==> src/rtl/spi_master_pkg.sv <==
// Shared SPI master definitions: FSM state encoding, SPI mode constants and a clog2 helper.
package spi_master_pkg;

  typedef enum logic [2:0] {
    StIdle,
    StSetup,
    StSckHi,
    StSckLo,
    StGap
  } spi_state_e;

  // Mode 0: sclk idles low, data sampled on the leading (rising) edge.
  localparam logic Cpol = 1'b0;
  localparam logic Cpha = 1'b0;

  function automatic int unsigned clog2(input int unsigned value);
    int unsigned res;
    res = 0;
    for (int i = 0; i < 32; i++) begin
      if ((64'd1 << i) < 64'(value)) res = i + 1;
    end
    return res;
  endfunction

endpackage

==> src/rtl/spi_master_if.sv <==
// Controller-side handshake plus SPI pins of the SPI master.
interface spi_master_if #(
  parameter int unsigned word_size = 8
);
  logic                 start;
  logic [word_size-1:0] data_2_send;
  logic [word_size-1:0] data_rcv;
  logic                 done;
  logic                 busy;
  logic                 sclk;
  logic                 cs;
  logic                 mosi;
  logic                 miso;

  modport master (
    input  start, data_2_send, miso,
    output data_rcv, done, busy, sclk, cs, mosi
  );

  modport slave (
    output start, data_2_send, miso,
    input  data_rcv, done, busy, sclk, cs, mosi
  );
endinterface

==> src/rtl/spi_master_clk_gen.sv <==
// Half-period timer: ticks on the last cycle of every CLK_DIV-cycle window while enabled.
module spi_master_clk_gen
  import spi_master_pkg::*;
#(
  parameter int unsigned CLK_DIV = 2
) (
  input  logic clk,
  input  logic rst,
  input  logic en,
  input  logic restart,
  output logic tick
);
  localparam int unsigned CntW = clog2(CLK_DIV) + 1;
  localparam logic [CntW-1:0] CntLast = CntW'(CLK_DIV - 1);

  logic [CntW-1:0] cnt_q;

  always_comb begin
    tick = en && (cnt_q == CntLast);
  end

  always_ff @(posedge clk) begin
    if (rst || restart) begin
      cnt_q <= '0;
    end else if (en) begin
      cnt_q <= tick ? '0 : cnt_q + CntW'(1);
    end
  end
endmodule

==> src/rtl/spi_master.sv <==
// SPI mode-0 master: shifts one MSB-first word out on mosi while capturing miso.
module spi_master
  import spi_master_pkg::*;
#(
  parameter int unsigned word_size = 8,
  parameter int unsigned CLK_DIV   = 2
) (
  input  logic          clk,
  input  logic          rst,
  spi_master_if.master  bus
);
  localparam int unsigned BitCntW = clog2(word_size) + 1;
  localparam logic [BitCntW-1:0] WordCnt = BitCntW'(word_size);

  spi_state_e           state_q;
  logic [word_size-1:0] tx_q;
  logic [word_size-1:0] rx_q;
  logic [word_size-1:0] data_rcv_q;
  logic [BitCntW-1:0]   bit_cnt_q;
  logic                 sclk_q;
  logic                 cs_q;
  logic                 busy_q;
  logic                 done_q;
  logic                 tick;

  spi_master_clk_gen #(
    .CLK_DIV (CLK_DIV)
  ) u_clk_gen (
    .clk     (clk),
    .rst     (rst),
    .en      (state_q != StIdle),
    .restart (state_q == StIdle),
    .tick    (tick)
  );

  // mosi is the tx MSB; clearing tx on return to idle parks mosi low.
  assign bus.mosi     = tx_q[word_size-1];
  assign bus.sclk     = sclk_q;
  assign bus.cs       = cs_q;
  assign bus.busy     = busy_q;
  assign bus.done     = done_q;
  assign bus.data_rcv = data_rcv_q;

  always_ff @(posedge clk) begin
    if (rst) begin
      state_q    <= StIdle;
      tx_q       <= '0;
      rx_q       <= '0;
      data_rcv_q <= '0;
      bit_cnt_q  <= '0;
      sclk_q     <= Cpol;
      cs_q       <= 1'b1;
      busy_q     <= 1'b0;
      done_q     <= 1'b0;
    end else begin
      done_q <= 1'b0;
      unique case (state_q)
        StIdle: begin
          if (bus.start) begin
            tx_q      <= bus.data_2_send;
            bit_cnt_q <= '0;
            cs_q      <= 1'b0;
            busy_q    <= 1'b1;
            state_q   <= StSetup;
          end
        end
        StSetup: begin
          if (tick) begin
            sclk_q    <= ~Cpol;
            rx_q      <= {rx_q[word_size-2:0], bus.miso};
            bit_cnt_q <= bit_cnt_q + BitCntW'(1);
            state_q   <= StSckHi;
          end
        end
        StSckHi: begin
          if (tick) begin
            sclk_q  <= Cpol;
            state_q <= StSckLo;
            // After the last bit mosi keeps its value until the frame ends.
            if (bit_cnt_q < WordCnt) tx_q <= {tx_q[word_size-2:0], 1'b0};
          end
        end
        StSckLo: begin
          if (tick) begin
            if (bit_cnt_q < WordCnt) begin
              sclk_q    <= ~Cpol;
              rx_q      <= {rx_q[word_size-2:0], bus.miso};
              bit_cnt_q <= bit_cnt_q + BitCntW'(1);
              state_q   <= StSckHi;
            end else begin
              cs_q       <= 1'b1;
              done_q     <= 1'b1;
              data_rcv_q <= rx_q;
              state_q    <= StGap;
            end
          end
        end
        StGap: begin
          if (tick) begin
            busy_q  <= 1'b0;
            tx_q    <= '0;
            state_q <= StIdle;
          end
        end
        default: state_q <= StIdle;
      endcase
    end
  end
endmodule

==> src/flat_wrapper.sv <==
// flat-port wrapper written by rule: the top's interface ports become plain ports
module spi_master_flat import spi_master_pkg::*;
#(
  parameter int unsigned word_size = 8,
  parameter int unsigned CLK_DIV   = 2
)
  (clk, rst, bus_start, bus_data_2_send, bus_miso, bus_data_rcv, bus_done, bus_busy, bus_sclk, bus_cs, bus_mosi);
  spi_master_if #(.word_size(word_size)) bus_i ();
  input  logic clk;
  input  logic rst;
  input wire logic [$bits(bus_i.start)-1:0] bus_start;
  input wire logic [$bits(bus_i.data_2_send)-1:0] bus_data_2_send;
  input wire logic [$bits(bus_i.miso)-1:0] bus_miso;
  output wire logic [$bits(bus_i.data_rcv)-1:0] bus_data_rcv;
  output wire logic [$bits(bus_i.done)-1:0] bus_done;
  output wire logic [$bits(bus_i.busy)-1:0] bus_busy;
  output wire logic [$bits(bus_i.sclk)-1:0] bus_sclk;
  output wire logic [$bits(bus_i.cs)-1:0] bus_cs;
  output wire logic [$bits(bus_i.mosi)-1:0] bus_mosi;
  assign bus_i.start = bus_start;
  assign bus_i.data_2_send = bus_data_2_send;
  assign bus_i.miso = bus_miso;
  assign bus_data_rcv = bus_i.data_rcv;
  assign bus_done = bus_i.done;
  assign bus_busy = bus_i.busy;
  assign bus_sclk = bus_i.sclk;
  assign bus_cs = bus_i.cs;
  assign bus_mosi = bus_i.mosi;
  spi_master #(.word_size(word_size), .CLK_DIV(CLK_DIV)) u_core (.clk(clk), .rst(rst), .bus(bus_i));
endmodule
==> config.mk <==
export PLATFORM = sky130hd
export DESIGN_NAME = spi_master_flat
export DESIGN_NICKNAME = d
export VERILOG_FILES = /design/src/rtl/spi_master_pkg.sv /design/src/rtl/spi_master_if.sv /design/src/rtl/spi_master_clk_gen.sv /design/src/rtl/spi_master.sv /design/src/flat_wrapper.sv
export SDC_FILE = /design/constraint.sdc
export NUM_CORES = 1
export LEC_CHECK = 0
export BUFFER_PORTS_ARGS = -buffer_cell sky130_fd_sc_hd__buf_2
export CAP_MARGIN = 20
export CORE_MARGIN = 3
export CORE_UTILIZATION = 35
export DETAILED_ROUTE_END_ITERATION = 16
export PLACE_DENSITY = 0.59
export SYNTH_ARGS = -nofsm -noshare
export SYNTH_HDL_FRONTEND = slang
export SYNTH_SLANG_ARGS = --single-unit
==> constraint.sdc <==
create_clock -name clk -period 1.75 [get_ports clk]
set_clock_uncertainty 0.1 [all_clocks]
set_input_delay 0 -clock clk [delete_from_list [all_inputs] [get_ports clk]]
set_output_delay 0 -clock clk [all_outputs]
set_load 0.1 [all_outputs]
== Word level (Yosys, flattened, before mapping) ==
Index checks and enable logic that the tools add are counted.
Widths: inputs -> output; s select.

* Bits in registers: 37
* Input port bits: 12

* $add $sub $neg: 2
* Order comparisons: 1
* Equal/unequal tests: 13
* Multiplexer cells: 34
* Bitwise operators: 3
* Reduce and logical (&&, ||, !) cells: 19

{| class="wikitable"
|+ Operators by type and width
! kind !! number
|-
| $mux 8 || 7
|-
| $pmux 8 s3 || 1
|-
| $reduce_and 5->1 || 4
|-
| $mux 3 || 6
|-
| $mux 4 || 4
|-
| $pmux 8 s2 || 1
|-
| $pmux 3 s5 || 1
|-
| $ne 2x2->1 const B || 6
|-
| $pmux 4 s3 || 1
|-
| $reduce_bool 3->1 || 4
|-
| $mux 1 || 9
|-
| $reduce_and 4->1 || 2
|-
| $eq 3x2->1 const B || 2
|-
| $reduce_and 3->1 || 2
|-
| $reduce_bool 2->1 || 3
|-
| $add 4x1->4 const B || 1
|-
| $lt 4x4->1 const B || 1
|-
| $ne 2x1->1 const B || 2
|-
| $pmux 1 s2 || 2
|-
| $eq 3x1->1 const B || 1
|-
| $eq 3x3->1 const B || 1
|-
| $logic_not 3->1 || 1
|-
| $not 1->1 || 3
|-
| $pmux 1 s3 || 1
|-
| 6 further kinds || 6
|}

== Logic depth before layout (Yosys ltp) ==
* Depth after elaboration: 4
* Gate-level depth with buffers: 6

== Cells and area by module ==
A second synthesis with hierarchy kept.

* Cells, all modules: 178
* Area, all modules: 1669.1 um^2

{| class="wikitable"
|+ Modules (own cells, without submodules)
! module !! instances !! cells each !! area an instance (um^2) !! sequential area each (um^2)
|-
| spi_master || 1 || 170 || 1592.8 || 700.7
|-
| spi_master_clk_gen || 1 || 8 || 76.3 || 40.0
|}

== Worst setup path before layout ==
Ideal clock, no wire load.

* Path kind: register to register
* From: reg u_core.state_q[1]
* To: reg u_core.bit_cnt_q[0]
* Library setup time: 121 ps
* Arrival time: 1429 ps
* Setup slack: 101 ps
* Cell stages (with the launch flop): 6
* Buffers on the path: 1
* Clock period less this slack: 1649 ps
* Cells stage by stage: dfxtp_1 -> buf_2 -> or3b_1 -> a221oi_2 -> nor2_1 -> mux2_2

* Word-level cells in the longest chain between the ends: 4

{| class="wikitable"
|+ RTL lines
! what !! line !! RTL
|-
| start, declared || spi_master.sv:15 || <nowiki>spi_state_e state_q;</nowiki>
|-
| start signal, assigned || spi_master.sv:46 || <nowiki>state_q <= StIdle;</nowiki>
|-
| start signal, assigned || spi_master.sv:64 || <nowiki>state_q <= StSetup;</nowiki>
|-
| start signal, assigned || spi_master.sv:72 || <nowiki>state_q <= StSckHi;</nowiki>
|-
| $reduce_bool 3->1 || spi_master.sv:31 || <nowiki>.en (state_q != StIdle),</nowiki>
|-
| $logic_and 1x1->1 || spi_master_clk_gen.sv:19 || <nowiki>tick = en && (cnt_q == CntLast);</nowiki>
|-
| $ne 2x2->1 (no line) || n/a ||
|-
| $reduce_and 5->1 (no line) || n/a ||
|-
| end signal, assigned || spi_master.sv:71 || <nowiki>bit_cnt_q <= bit_cnt_q + BitCntW'(1);</nowiki>
|-
| end signal, assigned || spi_master.sv:88 || <nowiki>bit_cnt_q <= bit_cnt_q + BitCntW'(1);</nowiki>
|-
| end, declared || spi_master.sv:19 || <nowiki>logic [BitCntW-1:0] bit_cnt_q;</nowiki>
|}

Several ways; a longest one is shown, not always the timed one.
A chain may end at the register's enable or synchronous reset.

== Final worst setup path ==
* From: reg u_core.state_q[0]
* To: reg u_core.bit_cnt_q[0]

The elaborated chain is that of the path after synthesis.

==> results.yml <==
routing:
  ant_nets: 0
  dr_total_vias: 1293
  drtIter0Drc: 44
  viasPerCell: 5.05
  dr.pass1.iters: 4
  drc: 0
  routedWlPerCell_um: 13.2
  drt_wl_total_um: 3380
pwr:
  p_per_area_nw_per_um2: 918
  switching_share_pct: 24.3
  pwr-share-comb_pct: 12.5
  power.clock.fraction_pct: 38.6
  p_leak_nw: 0.911
  seqPwrFrac_pct: 48.9
  power.total_w: 0.00181
  internal-power_w: 0.00137
  switchingPower_w: 0.000440
  ir_worst_vdd_uv: 361
logic_synthesis:
  synth_top_area_share_pct: 49.0
  syn_avg_cell_area_um2: 9.40
  syn-cell-area_um2: 1510
  ys_seq_area_share_pct: 49.0
  ys_types: 34
  yosys.area.top_type: "dfxtp_1"
  yosys_warnings: 0
  syn_nets: 174
  synth_seq_cells: 37
  syn_inst: 161
  yosys-top-cells-area: "dfxtp_1 49%, mux2i_1 11%, nor2_1 6.0%"
final_layout:
  diodes: 0
  fill_cells: 392
  nets: 219
  area_growth_pct: 30.4
  drive_above_1_share_pct: 25.2
status:
  status: "finished, final reports clean"
floorplan:
  coreArea_um2: 4090
  die_h_um: 71.7
  row_count: 23
  die_area_um2: 5150
  initial_utilization_pct: 37.0
  die_w_um: 71.7
  ios: 25
global_routing:
  grt_max_degree: 27
  grt_overflow: 0
  grt_pass1_vias: 1299
  track_usage_pct: 14.0
  grt_pass1_wl_um: 5510
  antenna_found_initial: 0
clocking:
  worst_skew_pair.late_latency_ns: 0.29
  cts_max_level: 2
  cts_buffers: 5
  cts_num_sinks: 37
  cts-root-buf: "clkbuf_8"
  post-cts-setup-buffer-count: 0
  clk_pin_slew_ns: 0.07
  cts_tree: "built"
  cts_buffer_depth: 2
sta:
  slew_violations: 0
  fin_crit_ns: 1.66
  finalSetupViolations: 0
  slew-limit-headroom_pct: 67.3
  finalHoldViolCount: 0
  period_share_pct: 94.9
  hold_ws_ns: 0.368
  rsz0062_at_grt: "false"
  worst_slew_pin_slew_ns: 0.494
  fmax_mhz: 602
setup_path:
  rrSetupSlack_ns: 0.09
  crit_slowest_cell: "or3b_1"
  crit_required_ns: 1.83
  path_cells: "or3b_1, a221oi_2, nor2_1, mux2_2"
  cp-start-kind: "register"
  path_class: "reg -> reg"
  r2r_cells: 4
  arrival_ns: 1.74
  critPathBufInv: 0
  setup.worst_path.start: "u_core.state_q[0]"
  cp_max_fo: 5
  r2r-end: "u_core.bit_cnt_q[0]"
  cp_top_family: "simple AND/OR/NAND/NOR gates"
  r2r_start: "u_core.state_q[0]"
  slowest_delay_ns: 0.43
  end_kind: "register"
placed_design:
  port_buffers: 24
  place_congestion: 0.842
  hpwl_um: 2490
min_path:
  hp-class: "reg -> reg"
  holdPathStages: 2
  min_from: "u_core.tx_q[0]"
  min_to: "u_core.tx_q[0]"
flow_run:
  max-cap-violations: 0
## worst reg2reg max path, stage by stage, from the launching register on
cell,delay [ns]
dfxtp_1,0.36
or3b_1,0.44
a221oi_2,0.28
nor2_1,0.11
mux2_2,0.27
## cell usage after synthesis
cell type and number:
a2111oi_0 1, a211oi_1 2, a21oi_1 5, a221oi_2 1, a22o_1 1, a22oi_1 5, a311oi_1 1, a31oi_1 4
a41oi_1 1, and2_1 2, buf_2 6, clkbuf_1 5, dfxtp_1 37, ha_1 1, inv_1 9, inv_2 1
mux2_2 1, mux2i_1 16, nand2_1 5, nand2b_1 5, nand3_1 6, nand3b_1 1, nor2_1 24, nor2b_1 4
nor3_1 1, nor3_2 1, o211ai_1 1, o21ai_0 1, o21ai_1 2, o2bb2ai_1 1, o311a_1 1, o32ai_1 7
or3b_1 1, or4_1 1
## cells by family after synthesis
logic type / after synthesis / share of synthesized area [%]
adder cells (fa/ha/maj): 1 / 0.827
flip-flops: 37 / 49.0
multiplexers: 17 / 11.3
buffers and inverters: 21 / 5.71
AND/OR/NAND/NOR: 51 / 16.3
AO/OA/AOI/OAI: 34 / 16.9
## metal layers
metal | routed length (µm) | share of wire [%] | track usage (%) | vias up
met5 | 0 | 0 | 0 | -
met4 | 68 | 2.0 | 8.98 | 0
met1 | 1500 | 45 | 15.1 | 595
met3 | 176 | 5.2 | 4.63 | 7
li1 | - | - | - | 660
met2 | 1630 | 48 | 23.3 | 31
## final cells by class
type,instances,area [µm²],share of cell area (%)
sequential,37,742,37.6
multi-input combinational,103,692,35.1
timing repair buffer,49,335,17.0
clock buffer,5,68.8,3.49
tap,50,62.6,3.17
inverter,10,37.5,1.90
clock inverter,2,35.0,1.78
## placed cells by master, fill, tap and decap left out, types with 2 or more instances in the layout
cell type	instances
o21ai_1	2
mux2i_1	16
nand2_1	5
nor2_1	24
buf_2	24
inv_1	9
and2_1	2
dfxtp_1	36
a31oi_1	4
a22oi_1	5
a211oi_1	2
clkbuf_8	5
buf_4	14
nand2b_1	5
nor2b_1	3
o32ai_1	7
a21oi_1	5
dlygate4sd3_1	11
nand3_1	6
## through the flow
step | instances | area [µm²] | setup slack [ns] | TNS (ns) | util [%]
floorplan | 161 | 1510 | 0.101 | 0 | -
global placement | 238 | 1750 | 0.0399 | 0 | 42.9
detailed placement | 238 | 1750 | -0.0453 | -0.199 | 42.9
CTS | 256 | 1970 | 0.0316 | 0 | 48.2
global route | 256 | 1970 | 0.00254 | 0 | 48.3
finish | 256 | 1970 | 0.0889 | 0 | 48.3
## sequential cells by signal, indices dropped and copies added, names as in the netlist
name	flops
u_core.state_q	3
u_core.bus.data_rcv	8
u_core.bus.done	1
u_core.bus.cs	1
u_core.rx_q	8
u_core.u_clk_gen.cnt_q	2
u_core.bit_cnt_q	4
u_core.bus.sclk	1
u_core.bus.busy	1
u_core.tx_q	8
## repair_timing
action,in CTS,in global routing
hold buffers,11,0
pin swaps,0,1
endpoints found under the hold margin,16,0
resized for setup,1,2
setup endpoints to repair,7,13
## how the worst max path moves through the flow
stage	endpoint	depth (start not counted)
2_1_floorplan	u_core.bit_cnt_q[0]	5
4_1_cts	u_core.tx_q[7]	4
3_5_place_dp	u_core.tx_q[7]	4
5_1_grt	u_core.bit_cnt_q[0]	4
6_report	u_core.bit_cnt_q[0]	4
3_3_place_gp	u_core.tx_q[2]	4
## power groups by stage
stage	Sequential (W)	Combinational (W)	Clock (W)
5_1_grt	0.000889	0.000246	0.000760
4_1_cts	0.000886	0.000227	0.000727
3_3_place_gp	0.000903	0.000202	0
2_1_floorplan	0.000947	0.000102	0
3_5_place_dp	0.000905	0.000206	0
6_report	0.000886	0.000226	0.000699
Note: power is estimated with default switching activity, not from simulation.
